===== src/rtl/fp_conv_sched_if.sv =====
// Requester/readout bus of the shared floating-point converter scheduler.
// Carries out_ready only when FP_CONV_BACKPRESSURE_EN is defined.
interface fp_conv_sched_if #(
  parameter int NREQ = 4,
  parameter int TAGW = 2
);
  // Handshake: a requester holds req until its one-cycle ack; ack marks its sample
  // consumed and the out_* result valid. With backpressure a result transfers only
  // in a cycle where out_valid && out_ready.
  logic [NREQ-1:0]      req;
  logic [12*NREQ-1:0]   din;
  logic [NREQ-1:0]      ack;
  logic                 out_valid;
  logic [TAGW-1:0]      out_tag;
  logic                 out_s;
  logic [2:0]           out_e;
  logic [3:0]           out_f;
  logic                 busy;
  logic [1:0]           dbg_state;
`ifdef FP_CONV_BACKPRESSURE_EN
  logic                 out_ready;

  modport master (
    output req, din, out_ready,
    input  ack, out_valid, out_tag, out_s, out_e, out_f, busy, dbg_state
  );
  modport slave (
    input  req, din, out_ready,
    output ack, out_valid, out_tag, out_s, out_e, out_f, busy, dbg_state
  );
`else
  modport master (
    output req, din,
    input  ack, out_valid, out_tag, out_s, out_e, out_f, busy, dbg_state
  );
  modport slave (
    input  req, din,
    output ack, out_valid, out_tag, out_s, out_e, out_f, busy, dbg_state
  );
`endif
endinterface


===== src/rtl/fp_conv_sched.sv =====
// Round-robin scheduler sharing one 12-bit -> S/E/F floating-point converter.
// Optional macro FP_CONV_BACKPRESSURE_EN adds out_ready and a WAIT state.
module fp_conv_sched #(
  parameter int NREQ = 4,
  parameter int TAGW = 2
) (
  input  logic           clk,
  input  logic           rst,
  fp_conv_sched_if.slave s_bus
);
  typedef enum logic [1:0] {
    S_IDLE = 2'd0,
    S_CONV = 2'd1,
    S_DONE = 2'd2,
    S_WAIT = 2'd3
  } state_t;

  state_t          r_state, w_next;
  logic [TAGW-1:0] r_rr_ptr, r_tag_q, w_grant_idx, w_ptr_next;
  logic            w_grant_any;
  logic [11:0]     r_d_q, w_din_sel;
  logic            r_out_s;
  logic [2:0]      r_out_e;
  logic [3:0]      r_out_f;
  logic [TAGW-1:0] r_out_tag;
  logic            w_fire, w_valid;
  logic            w_cs;
  logic [2:0]      w_ce;
  logic [3:0]      w_cf;
  logic [11:0]     w_mag;
  logic [3:0]      w_lz, w_e_raw;
  logic [4:0]      w_top5, w_fr;

  // Cyclic search for the first asserted req at or after r_rr_ptr.
  always_comb begin
    w_grant_any = 1'b0;
    w_grant_idx = '0;
    for (int i = 0; i < NREQ; i++) begin
      logic [TAGW:0] cand;
      cand = {1'b0, r_rr_ptr} + (TAGW+1)'(i);
      if (cand >= (TAGW+1)'(NREQ)) cand = cand - (TAGW+1)'(NREQ);
      for (int j = 0; j < NREQ; j++) begin
        if (!w_grant_any && s_bus.req[j] && cand == (TAGW+1)'(j)) begin
          w_grant_any = 1'b1;
          w_grant_idx = TAGW'(j);
        end
      end
    end
  end

  always_comb begin
    w_din_sel = '0;
    for (int j = 0; j < NREQ; j++) begin
      if (w_grant_idx == TAGW'(j)) w_din_sel = s_bus.din[12*j +: 12];
    end
  end

  assign w_ptr_next = (r_tag_q == TAGW'(NREQ-1)) ? '0 : r_tag_q + TAGW'(1);

  // Converter: w_top5 holds the leading one, three bits below it, then the round bit.
  always_comb begin
    w_cs = r_d_q[11];
    if (r_d_q == 12'h800)  w_mag = 12'h7FF;
    else if (r_d_q[11])    w_mag = -r_d_q;
    else                   w_mag = r_d_q;
    w_lz = 4'd12;
    for (int i = 0; i < 12; i++) begin
      if (w_mag[i]) w_lz = 4'(11 - i);
    end
    w_top5  = 5'(w_mag >> (4'd7 - w_lz));
    w_fr    = {1'b0, w_top5[4:1]} + {4'b0, w_top5[0]};
    w_e_raw = 4'd8 - w_lz;
    w_ce    = 3'd0;
    w_cf    = 4'd0;
    if (w_lz >= 4'd8) begin
      w_ce = 3'd0;
      w_cf = w_mag[3:0];
    end else if (w_fr[4]) begin
      if (w_e_raw == 4'd7) begin
        w_ce = 3'd7;
        w_cf = 4'b1111;
      end else begin
        w_ce = w_e_raw[2:0] + 3'd1;
        w_cf = 4'b1000;
      end
    end else begin
      w_ce = w_e_raw[2:0];
      w_cf = w_fr[3:0];
    end
  end

  always_ff @(posedge clk) begin
    if (rst) r_state <= S_IDLE;
    else     r_state <= w_next;
  end

  always_comb begin
    w_next = r_state;
    case (r_state)
      S_IDLE: if (w_grant_any) w_next = S_CONV;
      S_CONV: w_next = S_DONE;
`ifdef FP_CONV_BACKPRESSURE_EN
      S_DONE: w_next = s_bus.out_ready ? S_IDLE : S_WAIT;
      S_WAIT: if (s_bus.out_ready) w_next = S_IDLE;
`else
      S_DONE: w_next = S_IDLE;
      S_WAIT: w_next = S_IDLE;
`endif
      default: w_next = S_IDLE;
    endcase
  end

  always_comb begin
`ifdef FP_CONV_BACKPRESSURE_EN
    w_valid = (r_state == S_DONE) || (r_state == S_WAIT);
    w_fire  = w_valid && s_bus.out_ready;
`else
    w_valid = (r_state == S_DONE);
    w_fire  = w_valid;
`endif
    s_bus.out_valid = w_valid;
    s_bus.busy      = (r_state != S_IDLE);
    s_bus.dbg_state = r_state;
    s_bus.ack       = '0;
    for (int j = 0; j < NREQ; j++) begin
      s_bus.ack[j] = w_fire && (r_tag_q == TAGW'(j));
    end
  end

  assign s_bus.out_tag = r_out_tag;
  assign s_bus.out_s   = r_out_s;
  assign s_bus.out_e   = r_out_e;
  assign s_bus.out_f   = r_out_f;

  // Results are captured only in CONV so they stay stable while a result is pending.
  always_ff @(posedge clk) begin
    if (rst) begin
      r_rr_ptr  <= '0;
      r_tag_q   <= '0;
      r_d_q     <= '0;
      r_out_tag <= '0;
      r_out_s   <= 1'b0;
      r_out_e   <= 3'd0;
      r_out_f   <= 4'd0;
    end else begin
      if (r_state == S_IDLE && w_grant_any) begin
        r_d_q   <= w_din_sel;
        r_tag_q <= w_grant_idx;
      end
      if (r_state == S_CONV) begin
        r_out_tag <= r_tag_q;
        r_out_s   <= w_cs;
        r_out_e   <= w_ce;
        r_out_f   <= w_cf;
      end
      if (w_fire) r_rr_ptr <= w_ptr_next;
    end
  end
endmodule


===== src/flat_wrapper.sv =====
// flat-port wrapper written by rule: the top's interface ports become plain ports
module fp_conv_sched_flat 
#(
  parameter int NREQ = 4,
  parameter int TAGW = 2
)
  (clk, rst, s_bus_req, s_bus_din, s_bus_ack, s_bus_out_valid, s_bus_out_tag, s_bus_out_s, s_bus_out_e, s_bus_out_f, s_bus_busy, s_bus_dbg_state);
  fp_conv_sched_if #(.NREQ(NREQ), .TAGW(TAGW)) s_bus_i ();
  input  logic clk;
  input  logic rst;
  input wire logic [$bits(s_bus_i.req)-1:0] s_bus_req;
  input wire logic [$bits(s_bus_i.din)-1:0] s_bus_din;
  output wire logic [$bits(s_bus_i.ack)-1:0] s_bus_ack;
  output wire logic [$bits(s_bus_i.out_valid)-1:0] s_bus_out_valid;
  output wire logic [$bits(s_bus_i.out_tag)-1:0] s_bus_out_tag;
  output wire logic [$bits(s_bus_i.out_s)-1:0] s_bus_out_s;
  output wire logic [$bits(s_bus_i.out_e)-1:0] s_bus_out_e;
  output wire logic [$bits(s_bus_i.out_f)-1:0] s_bus_out_f;
  output wire logic [$bits(s_bus_i.busy)-1:0] s_bus_busy;
  output wire logic [$bits(s_bus_i.dbg_state)-1:0] s_bus_dbg_state;
  assign s_bus_i.req = s_bus_req;
  assign s_bus_i.din = s_bus_din;
  assign s_bus_ack = s_bus_i.ack;
  assign s_bus_out_valid = s_bus_i.out_valid;
  assign s_bus_out_tag = s_bus_i.out_tag;
  assign s_bus_out_s = s_bus_i.out_s;
  assign s_bus_out_e = s_bus_i.out_e;
  assign s_bus_out_f = s_bus_i.out_f;
  assign s_bus_busy = s_bus_i.busy;
  assign s_bus_dbg_state = s_bus_i.dbg_state;
  fp_conv_sched #(.NREQ(NREQ), .TAGW(TAGW)) u_core (.clk(clk), .rst(rst), .s_bus(s_bus_i));
endmodule

===== config.mk =====
export PLATFORM = sky130hd
export DESIGN_NAME = fp_conv_sched_flat
export DESIGN_NICKNAME = d
export VERILOG_FILES = /design/src/rtl/fp_conv_sched_if.sv /design/src/rtl/fp_conv_sched.sv /design/src/flat_wrapper.sv
export SDC_FILE = /design/constraint.sdc
export NUM_CORES = 1
export LEC_CHECK = 0
export CELL_PAD_IN_SITES_DETAIL_PLACEMENT = 0
export CELL_PAD_IN_SITES_GLOBAL_PLACEMENT = 1
export CORE_ASPECT_RATIO = 0.9
export CORE_MARGIN = 5
export CORE_UTILIZATION = 36
export DETAILED_ROUTE_END_ITERATION = 10
export GPL_ROUTABILITY_DRIVEN = 0
export PLACE_DENSITY_LB_ADDON = 0.1
export SLEW_MARGIN = 30
export SYNTH_ARGS = -nofsm -noshare
export SYNTH_HDL_FRONTEND = slang
export SYNTH_SLANG_ARGS = --single-unit

===== constraint.sdc =====
create_clock -name clk -period 5.1 [get_ports clk]
set_clock_uncertainty 0.2 [all_clocks]
set_input_delay 1.02 -clock clk [delete_from_list [all_inputs] [get_ports clk]]
set_output_delay 1.02 -clock clk [all_outputs]
set_load 0.05 [all_outputs]

==> results.txt <==
crit-path cells - inv_1 > ha_1 > or4b_4 > o311ai_4 > o21ai_2 > a211oi_2 > a211o_1 > inv_6 > mux2_1 > o211a_1 > nor4_1 > ha_1 > ha_1 > o41a_1 > o211ai_4 > or2_1 > a311oi_1
cts hold-fix bufs - 0
Clock Sink Count - 28
worst path arrival time - 4.77 ns
CTS Buffer Depth - 2
IO Pins - 72
power density over the cells - 331 nW/um^2
Reg clk slew, reported paths - 0.11 ns
Tightest Hold Check Type - reg2reg
Layout Nets - 508
starting density of the core - 0.363
CTS buffer count - 3
f_max - 209 MHz
CTS tree - done
post-synthesis sequential area ratio - 0.195
FF+latch count, synth - 28
cell area after synthesis - 2880 sq um
CP delay by family, top - compound AO/OA/AOI/OAI gates
max cap viols - 0
Slowest cell on crit path - or4b_4
critical path launch point type - flop
DRT iter0 DRCs - 176
Die W - 104 um
# diodes - 0
Yosys top cell area share - 0.195
initial antenna violation count - 0
Synth Net Count - 454
Area Growth Syn to Fin - 29.6%
wire per inst - 15.1 um
Util after Layout - 0.471
cells taking the most area after synthesis - dfxtp_1 19%, nand2_1 6.4%, nor2_1 5.5%, a21oi_1 4.9%, a311oi_1 4.3%
Peak VDD IR - 0.133 mV
DR vias/cell - 5.57
RSZ-0062 raised after global routing - no
crit-path max FO - 10
# DRC - 0
WL final - 8200 um
largest net degree at the start of global routing - 29
Final Hold Viols - 0
Synth Warn # - 0
TNS Setup - 0 ns
drt first pass iters - 4
min Tclk post-route - 4.78 ns
Mapped Cells - 391
area leader, netlist - dfxtp_1
Post-synth top cells - 49 x nand2_1, 42 x nor2_1, 28 x a21oi_1, 28 x dfxtp_1, 22 x clkbuf_1
prevailing post-synth register cell - dfxtp_1
layout cells sized above 1 - 0.0811
WP buf/inv - 2
Routed Antenna Nets - 0
die height - 94.8 um
final setup fails - 0
die area - 9880 sq um
post-DP HPWL - 6390 um
period utilisation layout - 0.937
Max-Slew Margin vs Limit - 0.481
Final Max Tran Viols - 0
worst slew pin tran - 0.778 ns
top-count cell post-synth - nand2_1
clk_lat worst skew - 0.28 ns
Leakage - 0.00138 uW
kind of end point of the critical path - flop
Crit path top cell by count - ha_1
total gr overflow - 0
row count - 31
via count - 3022
area of the core - 7910 sq um
crit path kind - reg2reg
vias in the first global route - 2793
number of synthesized flops with an enable pin - 0
Async S/R FF share, synth - 0
H-tree levels - 1
synth unique cells - 76
first-pass GRT wire length - 13300 um
outcome - completed
slowest stage delay, CP - 0.54 ns
Mapped Avg Cell Area - 7.35 sq um
Clk Tree Root Cell - clkbuf_8
IO Port Bufs - 71
CP required - 5.10 ns
GRT Overall Usage - 0.158
## worst paths after layout
| path | start | slack, ns | cells past startpoint | to |
|---|---|---|---|---|
| min reg2reg | u_core.s_bus.out_tag[1]$_SDFFE_PP0N_ | 0.27 | 2 | u_core.s_bus.out_tag[1]$_SDFFE_PP0N_ |
| max | u_core.r_d_q[0]$_SDFFE_PP0P_ | 0.32 | 17 | u_core.s_bus.out_f[0]$_SDFFE_PP0N_ |
| max reg2reg | u_core.r_d_q[0]$_SDFFE_PP0P_ | 0.32 | 17 | u_core.s_bus.out_f[0]$_SDFFE_PP0N_ |
| min | u_core.s_bus.out_tag[1]$_SDFFE_PP0N_ | 0.27 | 2 | u_core.s_bus.out_tag[1]$_SDFFE_PP0N_ |
## placed cells by master (no fill, tap or decap), types with 5 or more instances in the layout
master,count
a211oi_1,13
a21oi_1,27
a311oi_1,14
and2_1,17
buf_4,10
clkdlybuf4s50_1,70
dfxtp_1,28
ha_1,9
inv_1,16
mux2i_1,9
nand2_1,49
nand2b_1,6
nand3_1,6
nor2_1,42
nor3_1,6
o211ai_1,9
o21ai_0,10
o21ai_1,5
## worst register-to-register path, cell delays in order (launching register included)
cell and delay [ns]:
dfxtp_1 0.41, inv_1 0.15, ha_1 0.18, or4b_4 0.54
o311ai_4 0.31, o21ai_2 0.16, a211oi_2 0.25, a211o_1 0.35
inv_6 0.08, mux2_1 0.33, o211a_1 0.20, nor4_1 0.28
ha_1 0.22, ha_1 0.21, o41a_1 0.22, o211ai_4 0.11
or2_1 0.25, a311oi_1 0.27
## state kept, by name (all words and copies together), names as in the netlist
register,count
u_core.s_bus.dbg_state,2
u_core.r_rr_ptr,2
u_core.s_bus.out_tag,2
u_core.r_d_q,12
u_core.s_bus.out_f,4
u_core.s_bus.out_s,1
u_core.r_tag_q,2
u_core.s_bus.out_e,3
## kinds of logic after synthesis
logic type      count (synthesis)  share of synthesized area
compound gates                120                      0.317
xor+xnor                        5                     0.0152
fa+ha+maj                       9                     0.0392
buf+inv                        49                     0.0779
flops                          28                      0.195
mux                            12                     0.0470
simple gates                  168                      0.309
## power breakdown
part | switching (uW) | internal, uW | total, uW
logic | 445 | 327 | 772
clock network | 72.3 | 105 | 177
registers | 39.8 | 246 | 286
## timing repair
item / in CTS / in global routing
endpoints found under the setup margin: 0 / 5
resized for setup: 0 / 3
setup buffers: 0 / 1
## stage by stage
stage | std cells | setup WS, ns | power (uW) | hold slack, ns | area (sq um)
3_5_place_dp | 538 | 0.240 | 1050 | 0.251 | 3630
5_1_grt | 543 | 0.00303 | 1330 | 0.288 | 3730
6_report | 543 | 0.323 | 1240 | 0.267 | 3730
2_1_floorplan | 391 | 0.626 | 874 | 0.277 | 2880
3_3_place_gp | 538 | 0.343 | 1050 | 0.245 | 3630
4_1_cts | 542 | 0.210 | 1230 | 0.266 | 3700
## layout make-up
type                       count  area [sq um]
clock inverter                 1          30.0
clock buffer                   3          41.3
inverter                      17          68.8
fill                         822          4190
multi-input combinational    314          2120
timing repair buffer          81           781
tap                           99           124
sequential                    28           561
## routing by layer
layer	routed length, um	part of all wire	vias to the layer above	global-route usage
met5	0	0	-	0
met1	4000	0.49	1380	0.220
met4	117	0.014	0	0.0378
li1	-	-	1542	-
met2	3580	0.44	91	0.255
met3	506	0.062	9	0.0301
(Power assumes the default switching activity.)
